$ cat config.mk
export PLATFORM = sky130hd
export DESIGN_NAME = rv32i_control_unit
export DESIGN_NICKNAME = d
export VERILOG_FILES = /design/src/rtl/fe_pkg.sv /design/src/rtl/rv32i_mem_timeout.sv /design/src/rtl/rv32i_control_unit.sv
export SDC_FILE = /design/constraint.sdc
export NUM_CORES = 1
export LEC_CHECK = 0
export ABC_AREA = 1
export BUFFER_PORTS_ARGS = -buffer_cell sky130_fd_sc_hd__buf_4
export CORE_MARGIN = 8
export CORE_UTILIZATION = 55
export DETAILED_ROUTE_END_ITERATION = 8
export PLACE_DENSITY = 0.91
export SETUP_SLACK_MARGIN = 0.2
export SLEW_MARGIN = 10
export SYNTH_ARGS = -nofsm -noshare
export SYNTH_HDL_FRONTEND = slang
export SYNTH_SLANG_ARGS = --single-unit
$ cat constraint.sdc
create_clock -name clk -period 2.35 [get_ports clk]
set_clock_uncertainty 0.15 [all_clocks]
set_input_delay 0 -clock clk [delete_from_list [all_inputs] [get_ports clk]]
set_output_delay 0 -clock clk [all_outputs]
set_load 0.1 [all_outputs]
$ cat src/rtl/fe_pkg.sv
// Shared types for the RV32I multi-cycle control path: opcodes, FSM states,
// PC / writeback select encodings and the legal-opcode check.
package fe_pkg;

    typedef enum logic [6:0] {
        OP_R      = 7'b0110011,
        OP_I      = 7'b0010011,
        OP_I_LOAD = 7'b0000011,
        OP_I_JALR = 7'b1100111,
        OP_S      = 7'b0100011,
        OP_B      = 7'b1100011,
        OP_J      = 7'b1101111,
        OP_U_LUI  = 7'b0110111,
        OP_U_AUI  = 7'b0010111
    } RV32I_OPCODE_t;

    typedef enum logic [2:0] {
        FETCH_S1     = 3'd0,
        DECODE_S2    = 3'd1,
        EXECUTE_S3   = 3'd2,
        MEMORY_S4    = 3'd3,
        WRITEBACK_S5 = 3'd4,
        HALT_S       = 3'd5
    } RV32I_CONTROL_UNIT_FSM_t;

    typedef enum logic [1:0] {
        PC_SRC_PC4    = 2'd0,
        PC_SRC_TARGET = 2'd1,
        PC_SRC_ALU    = 2'd2
    } PC_SRC_t;

    typedef enum logic [1:0] {
        WB_SEL_ALU = 2'd0,
        WB_SEL_MEM = 2'd1,
        WB_SEL_PC4 = 2'd2
    } WB_SEL_t;

    // True for the opcodes the core implements; anything else halts the core.
    function automatic logic is_legal_opcode(input logic [6:0] op);
        case (op)
            OP_R, OP_I, OP_I_LOAD, OP_I_JALR, OP_S,
            OP_B, OP_J, OP_U_LUI, OP_U_AUI: return 1'b1;
            default:                        return 1'b0;
        endcase
    endfunction

endpackage

$ cat src/rtl/rv32i_mem_timeout.sv
// Wait-cycle counter for a memory handshake. Counts cycles spent waiting
// while 'active' without 'ready' and flags 'expired' in the cycle that
// completes the MEM_TIMEOUT-th wait. MEM_TIMEOUT = 0 disables the flag.
module rv32i_mem_timeout #(
    parameter int MEM_TIMEOUT = 16
) (
    input  logic clk,
    input  logic rst,
    input  logic active,
    input  logic ready,
    output logic expired
);

    localparam int CNT_W = (MEM_TIMEOUT > 1) ? $clog2(MEM_TIMEOUT) : 1;
    localparam logic [CNT_W-1:0] LAST = (MEM_TIMEOUT > 0) ? CNT_W'(MEM_TIMEOUT - 1) : '0;
    localparam bit ENABLED = (MEM_TIMEOUT > 0);

    logic [CNT_W-1:0] count_reg;

    // Count unanswered wait cycles; clear whenever the wait ends or is abandoned.
    always_ff @(posedge clk) begin
        if (rst || !active || ready) begin
            count_reg <= '0;
        end else if (count_reg != LAST) begin
            count_reg <= count_reg + 1'b1;
        end
    end

    assign expired = ENABLED && active && (count_reg == LAST);

endmodule

$ cat src/rtl/rv32i_control_unit.sv
// Multi-cycle RV32I control FSM: fetch, decode, execute, memory, writeback.
// Drives datapath strobes, memory handshakes and PC/writeback selects, and
// keeps sticky error flags plus a retired-instruction counter.
module rv32i_control_unit
    import fe_pkg::*;
#(
    parameter int INSTRET_WIDTH = 32,
    parameter int MEM_TIMEOUT   = 16
) (
    input  logic                    clk,
    input  logic                    rst,
    input  logic [6:0]              opcode,
    input  logic                    branch_taken,
    input  logic                    imem_ready,
    input  logic                    dmem_ready,
    output RV32I_CONTROL_UNIT_FSM_t control_unit_state,
    output logic                    imem_req,
    output logic                    ir_write,
    output logic                    target_write,
    output logic                    alu_out_write,
    output logic                    dmem_req,
    output logic                    dmem_we,
    output logic                    reg_write,
    output logic [1:0]              wb_sel,
    output logic                    pc_write,
    output logic [1:0]              pc_src,
    output logic                    illegal,
    output logic                    bus_error,
    output logic [INSTRET_WIDTH-1:0] instret
);

    RV32I_CONTROL_UNIT_FSM_t state_reg, state_next;
    logic                     illegal_reg, bus_error_reg;
    logic [INSTRET_WIDTH-1:0] instret_reg;
    logic                     set_illegal, set_bus_error, retire;
    logic                     mem_expired;

    rv32i_mem_timeout #(
        .MEM_TIMEOUT(MEM_TIMEOUT)
    ) u_mem_timeout (
        .clk    (clk),
        .rst    (rst),
        .active (state_reg == MEMORY_S4),
        .ready  (dmem_ready),
        .expired(mem_expired)
    );

    // State register, sticky flags and retire counter.
    always_ff @(posedge clk) begin
        if (rst) begin
            state_reg     <= FETCH_S1;
            illegal_reg   <= 1'b0;
            bus_error_reg <= 1'b0;
            instret_reg   <= '0;
        end else begin
            state_reg <= state_next;
            if (set_illegal)   illegal_reg   <= 1'b1;
            if (set_bus_error) bus_error_reg <= 1'b1;
            if (retire)        instret_reg   <= instret_reg + 1'b1;
        end
    end

    // Next-state and per-state strobes; every strobe is masked during reset.
    always_comb begin
        state_next    = state_reg;
        imem_req      = 1'b0;
        ir_write      = 1'b0;
        target_write  = 1'b0;
        alu_out_write = 1'b0;
        dmem_req      = 1'b0;
        dmem_we       = 1'b0;
        reg_write     = 1'b0;
        wb_sel        = WB_SEL_ALU;
        pc_write      = 1'b0;
        pc_src        = PC_SRC_PC4;
        set_illegal   = 1'b0;
        set_bus_error = 1'b0;

        case (state_reg)
            FETCH_S1: begin
                imem_req = 1'b1;
                if (imem_ready) begin
                    ir_write   = 1'b1;
                    state_next = DECODE_S2;
                end
            end
            DECODE_S2: begin
                target_write = 1'b1;
                if (is_legal_opcode(opcode)) begin
                    state_next = EXECUTE_S3;
                end else begin
                    set_illegal = 1'b1;
                    state_next  = HALT_S;
                end
            end
            EXECUTE_S3: begin
                alu_out_write = 1'b1;
                case (opcode)
                    OP_I_LOAD, OP_S: state_next = MEMORY_S4;
                    OP_B: begin
                        pc_write   = 1'b1;
                        pc_src     = branch_taken ? PC_SRC_TARGET : PC_SRC_PC4;
                        state_next = FETCH_S1;
                    end
                    default: state_next = WRITEBACK_S5;
                endcase
            end
            MEMORY_S4: begin
                dmem_req = 1'b1;
                dmem_we  = (opcode == OP_S);
                if (dmem_ready) begin
                    if (opcode == OP_S) begin
                        pc_write   = 1'b1;
                        state_next = FETCH_S1;
                    end else begin
                        state_next = WRITEBACK_S5;
                    end
                end else if (mem_expired) begin
                    set_bus_error = 1'b1;
                    state_next    = HALT_S;
                end
            end
            WRITEBACK_S5: begin
                reg_write  = 1'b1;
                pc_write   = 1'b1;
                state_next = FETCH_S1;
                case (opcode)
                    OP_I_LOAD: wb_sel = WB_SEL_MEM;
                    OP_J:      begin wb_sel = WB_SEL_PC4; pc_src = PC_SRC_TARGET; end
                    OP_I_JALR: begin wb_sel = WB_SEL_PC4; pc_src = PC_SRC_ALU;    end
                    default:   ;
                endcase
            end
            default: state_next = HALT_S;
        endcase

        if (rst) begin
            imem_req      = 1'b0;
            ir_write      = 1'b0;
            target_write  = 1'b0;
            alu_out_write = 1'b0;
            dmem_req      = 1'b0;
            dmem_we       = 1'b0;
            reg_write     = 1'b0;
            pc_write      = 1'b0;
        end
    end

    assign retire             = (state_next == FETCH_S1) && (state_reg != FETCH_S1);
    assign control_unit_state = state_reg;
    assign illegal            = illegal_reg;
    assign bus_error          = bus_error_reg;
    assign instret            = instret_reg;

endmodule

==> results.toml <==
[floorplan]
die_x_um = 87.2
placement_rows = 26
initial_utilization_pct = 55.7
placeableCoreArea_um2 = 5010
chipHeight_um = 87.2
dieArea_um2 = 7610
design.portCount = 61

[yosys]
synth-seq-cells = 41
synthTopCellsByCount = "156 x nand2_1, 72 x nor2_1, 43 x nand3_1, 41 x dfxtp_1, 35 x a21oi_1"
syn-instance-count = 463
synth_top_area_share_pct = 29.4
yosys_most_used_dff = "dfxtp_1"
synth.most_common_cell = "nand2_1"
yosys.cell_types.count = 29
synth_seq_area_share_pct = 29.4
netlist.top_cell.by_area = "dfxtp_1"
avgSynthCellArea_um2 = 6.03
mappedNetlistNets = 477
synth_warnings = 0
synth-async-reset-ratio_pct = 0
post_syn_area_um2 = 2790
netlist_top_cells_area = "dfxtp_1 29%, nand2_1 21%, nor2_1 9.7%"
synth_edf_count = 0

[setup_path]
data_required_time_at_the_worst_endpoint_ps = 2200
path_buf_inv = 4
critical_path.reg2reg.startpoint = "instret[0]$_SDFFE_PP0P_"
critPathLaunchType = "input port"
r2r_cells = 10
cpMaxStageDelayCell = "dlygate4sd3_1"
arrival_ps = 1810
crit_path_cell_trace = "dlygate4sd3_1 > buf_4 > nor2_1 > nand2_1 > nor2_2 > nand3_2 > nand3_4 > inv_1 > nor2_4 > buf_6"
critical_path.reg2reg.endpoint = "instret[28]$_SDFFE_PP0P_"
rrSetupSlack_ps = 470
cp_max_fo = 5
slowest_delay_ps = 530
critPathTopFamily = "buffers and inverters"
worst_setup_path_end_kind = "output port"
crit_type = "input port to output port"

[global_routing]
first_global_vias = 3124
global_route_wire_length_before_repair_mm = 13.7
grt_start_max_net_pins = 43
grt_overflow_total = 0
grt_antenna_before_repair = 0
grt_usage_pct = 22.3

[place]
routabilityCongestion = 0.903
placement.io_buffers = 60
dpl-instance-area_um2 = 3360
place_hpwl_mm = 6.01

[cells_and_area]
sequential_cell_area_um2 = 835
final.fill_count = 463
design_area_um2 = 3520
layout-area-overhead-vs-synth_pct = 26.2
design.final.nets = 537
multi_input_comb_area_um2 = 1810
drive_gt1_share_pct = 24.4
largest_reg_flops = 32
antenna-diode-count = 0

[timing]
setup_repair_after_global_routing_missed_its_margin = "false"
max_freq_ghz = 0.510
fin_setup_tns_ps = 0
final.period_utilization_pct = 83.5
finalMaxSlewViolations = 0
final-hold-violation-count = 0
slew_headroom_pct = 63.2
period_needed_ps = 1960
endpoints_failing_setup = 0
max_slew.worst_pin.slew_ps = 551

[pwr]
peakVddDrop_mv = 0.557
power.density_nw_per_um2 = 471
leakage_uw = 0.00138

[clocking]
insertion_delay_ps = 300
cts_root_buf = "clkbuf_8"
number_of_h_tree_branching_levels = 2
cts_made_buffers = 5
path_clk_slew_ps = 70
clock_path_buffers = 2
numClockSinks = 41
cts_tree = "yes"

[worst_hold_path]
hold_end = "control_unit_state[1]$_SDFF_PP0_"
hp-start = "opcode[6]"
min-delay-path-class = "input port to flop"
worstHoldPathCells = 6

[drt]
initialDrtViolationCount = 244
vias_per_cell = 5.35
routed_wirelength_mm = 8.07
detail-route-antenna-nets = 0
drt-wirelength-per-cell_um = 13.6
num_vias = 3180
drt_drc_violations_left = 0
dr.pass1.iters = 4

[flow_run]
timing.max_cap.violations = 0

[run_status]
status = "complete, no violations"
[how the worst max path moves through the flow]
stage | end | depth (start not counted) | slack [ps] | from
2_1_floorplan | instret[28]$_SDFFE_PP0P_ | 9 | 200 | instret[10]$_SDFFE_PP0P_
3_3_place_gp | instret[28]$_SDFFE_PP0P_ | 10 | 530 | instret[0]$_SDFFE_PP0P_
3_5_place_dp | instret[28]$_SDFFE_PP0P_ | 10 | 490 | instret[0]$_SDFFE_PP0P_
4_1_cts | pc_write | 10 | 220 | opcode[4]
5_1_grt | instret[12]$_SDFFE_PP0P_ | 8 | 230 | instret[0]$_SDFFE_PP0P_
6_report | pc_write | 10 | 390 | opcode[4]
[layout make-up]
class	count	share of cell area, %
multi-input cells	366	51.4
flip-flops and latches	41	23.7
repair buffers	67	14.5
inverters	42	4.48
well taps	70	2.49
clock buffers	6	2.34
clock inverters	2	1.07
[logic make-up after synthesis]
| family | after synthesis | share of synthesized area, % |
|---|---|---|
| AO/OA/AOI/OAI | 49 | 9.14 |
| XOR/XNOR | 14 | 4.39 |
| adder cells (fa/ha/maj) | 2 | 0.896 |
| buffers and inverters | 56 | 8.92 |
| flip-flops | 41 | 29.4 |
| AND/OR/NAND/NOR | 301 | 47.2 |
[cells in the final DEF (no fill, tap or decap), types with 3 or more instances in the layout]
cell type	n
dfxtp_1	30
dfxtp_2	11
xor2_1	9
nor2_1	65
nand2_1	156
nand3_2	12
a21oi_1	35
nand3_1	43
nor2_4	4
buf_4	64
o21ai_0	8
nor3_2	3
inv_2	8
clkbuf_8	6
nor2_2	7
xnor2_1	5
inv_1	34
[power breakdown]
group	leakage, µW	switching [µW]	total [µW]	internal (µW)
Sequential	0.000336	21.9	730	708
Combinational	0.000986	246	319	73.0
Clock	0.0000574	265	610	346
[metrics by stage]
stage	setup slack [ps]	power (µW)	hold WS [ps]	cells	util, %
3_3_place_gp	526	1050	268	583	67.1
6_report	387	1660	21.6	594	70.3
2_1_floorplan	203	989	98.7	463	-
4_1_cts	218	1660	8.10	593	70.0
5_1_grt	228	1710	31.0	594	70.3
3_5_place_dp	490	1050	277	583	67.1
[repair_timing]
action | CTS | global route
resized for setup | 1 | 2
hold buffers | 2 | 0
endpoints found under the setup margin | 1 | 1
endpoints found under the hold margin | 7 | 0
pin swaps | 0 | 1
buffers inserted | 0 | 1
[tightest hold or removal path, cell delays in order]
cell and delay, ps:
buf_4 80, inv_1 60, nand3_1 100, nand3_1 70
nand2_1 50, a21oi_1 50
[routing by layer]
| metal | vias to the layer above | wire, µm | global-route usage, % |
|---|---|---|---|
| met5 | - | 0 | 0 |
| met4 | 0 | 184 | 8.75 |
| met3 | 16 | 655 | 4.72 |
| met2 | 130 | 4110 | 41.1 |
| met1 | 1441 | 3120 | 23.8 |
| li1 | 1593 | - | - |
No activity file was read; power rests on OpenSTA's default activity.
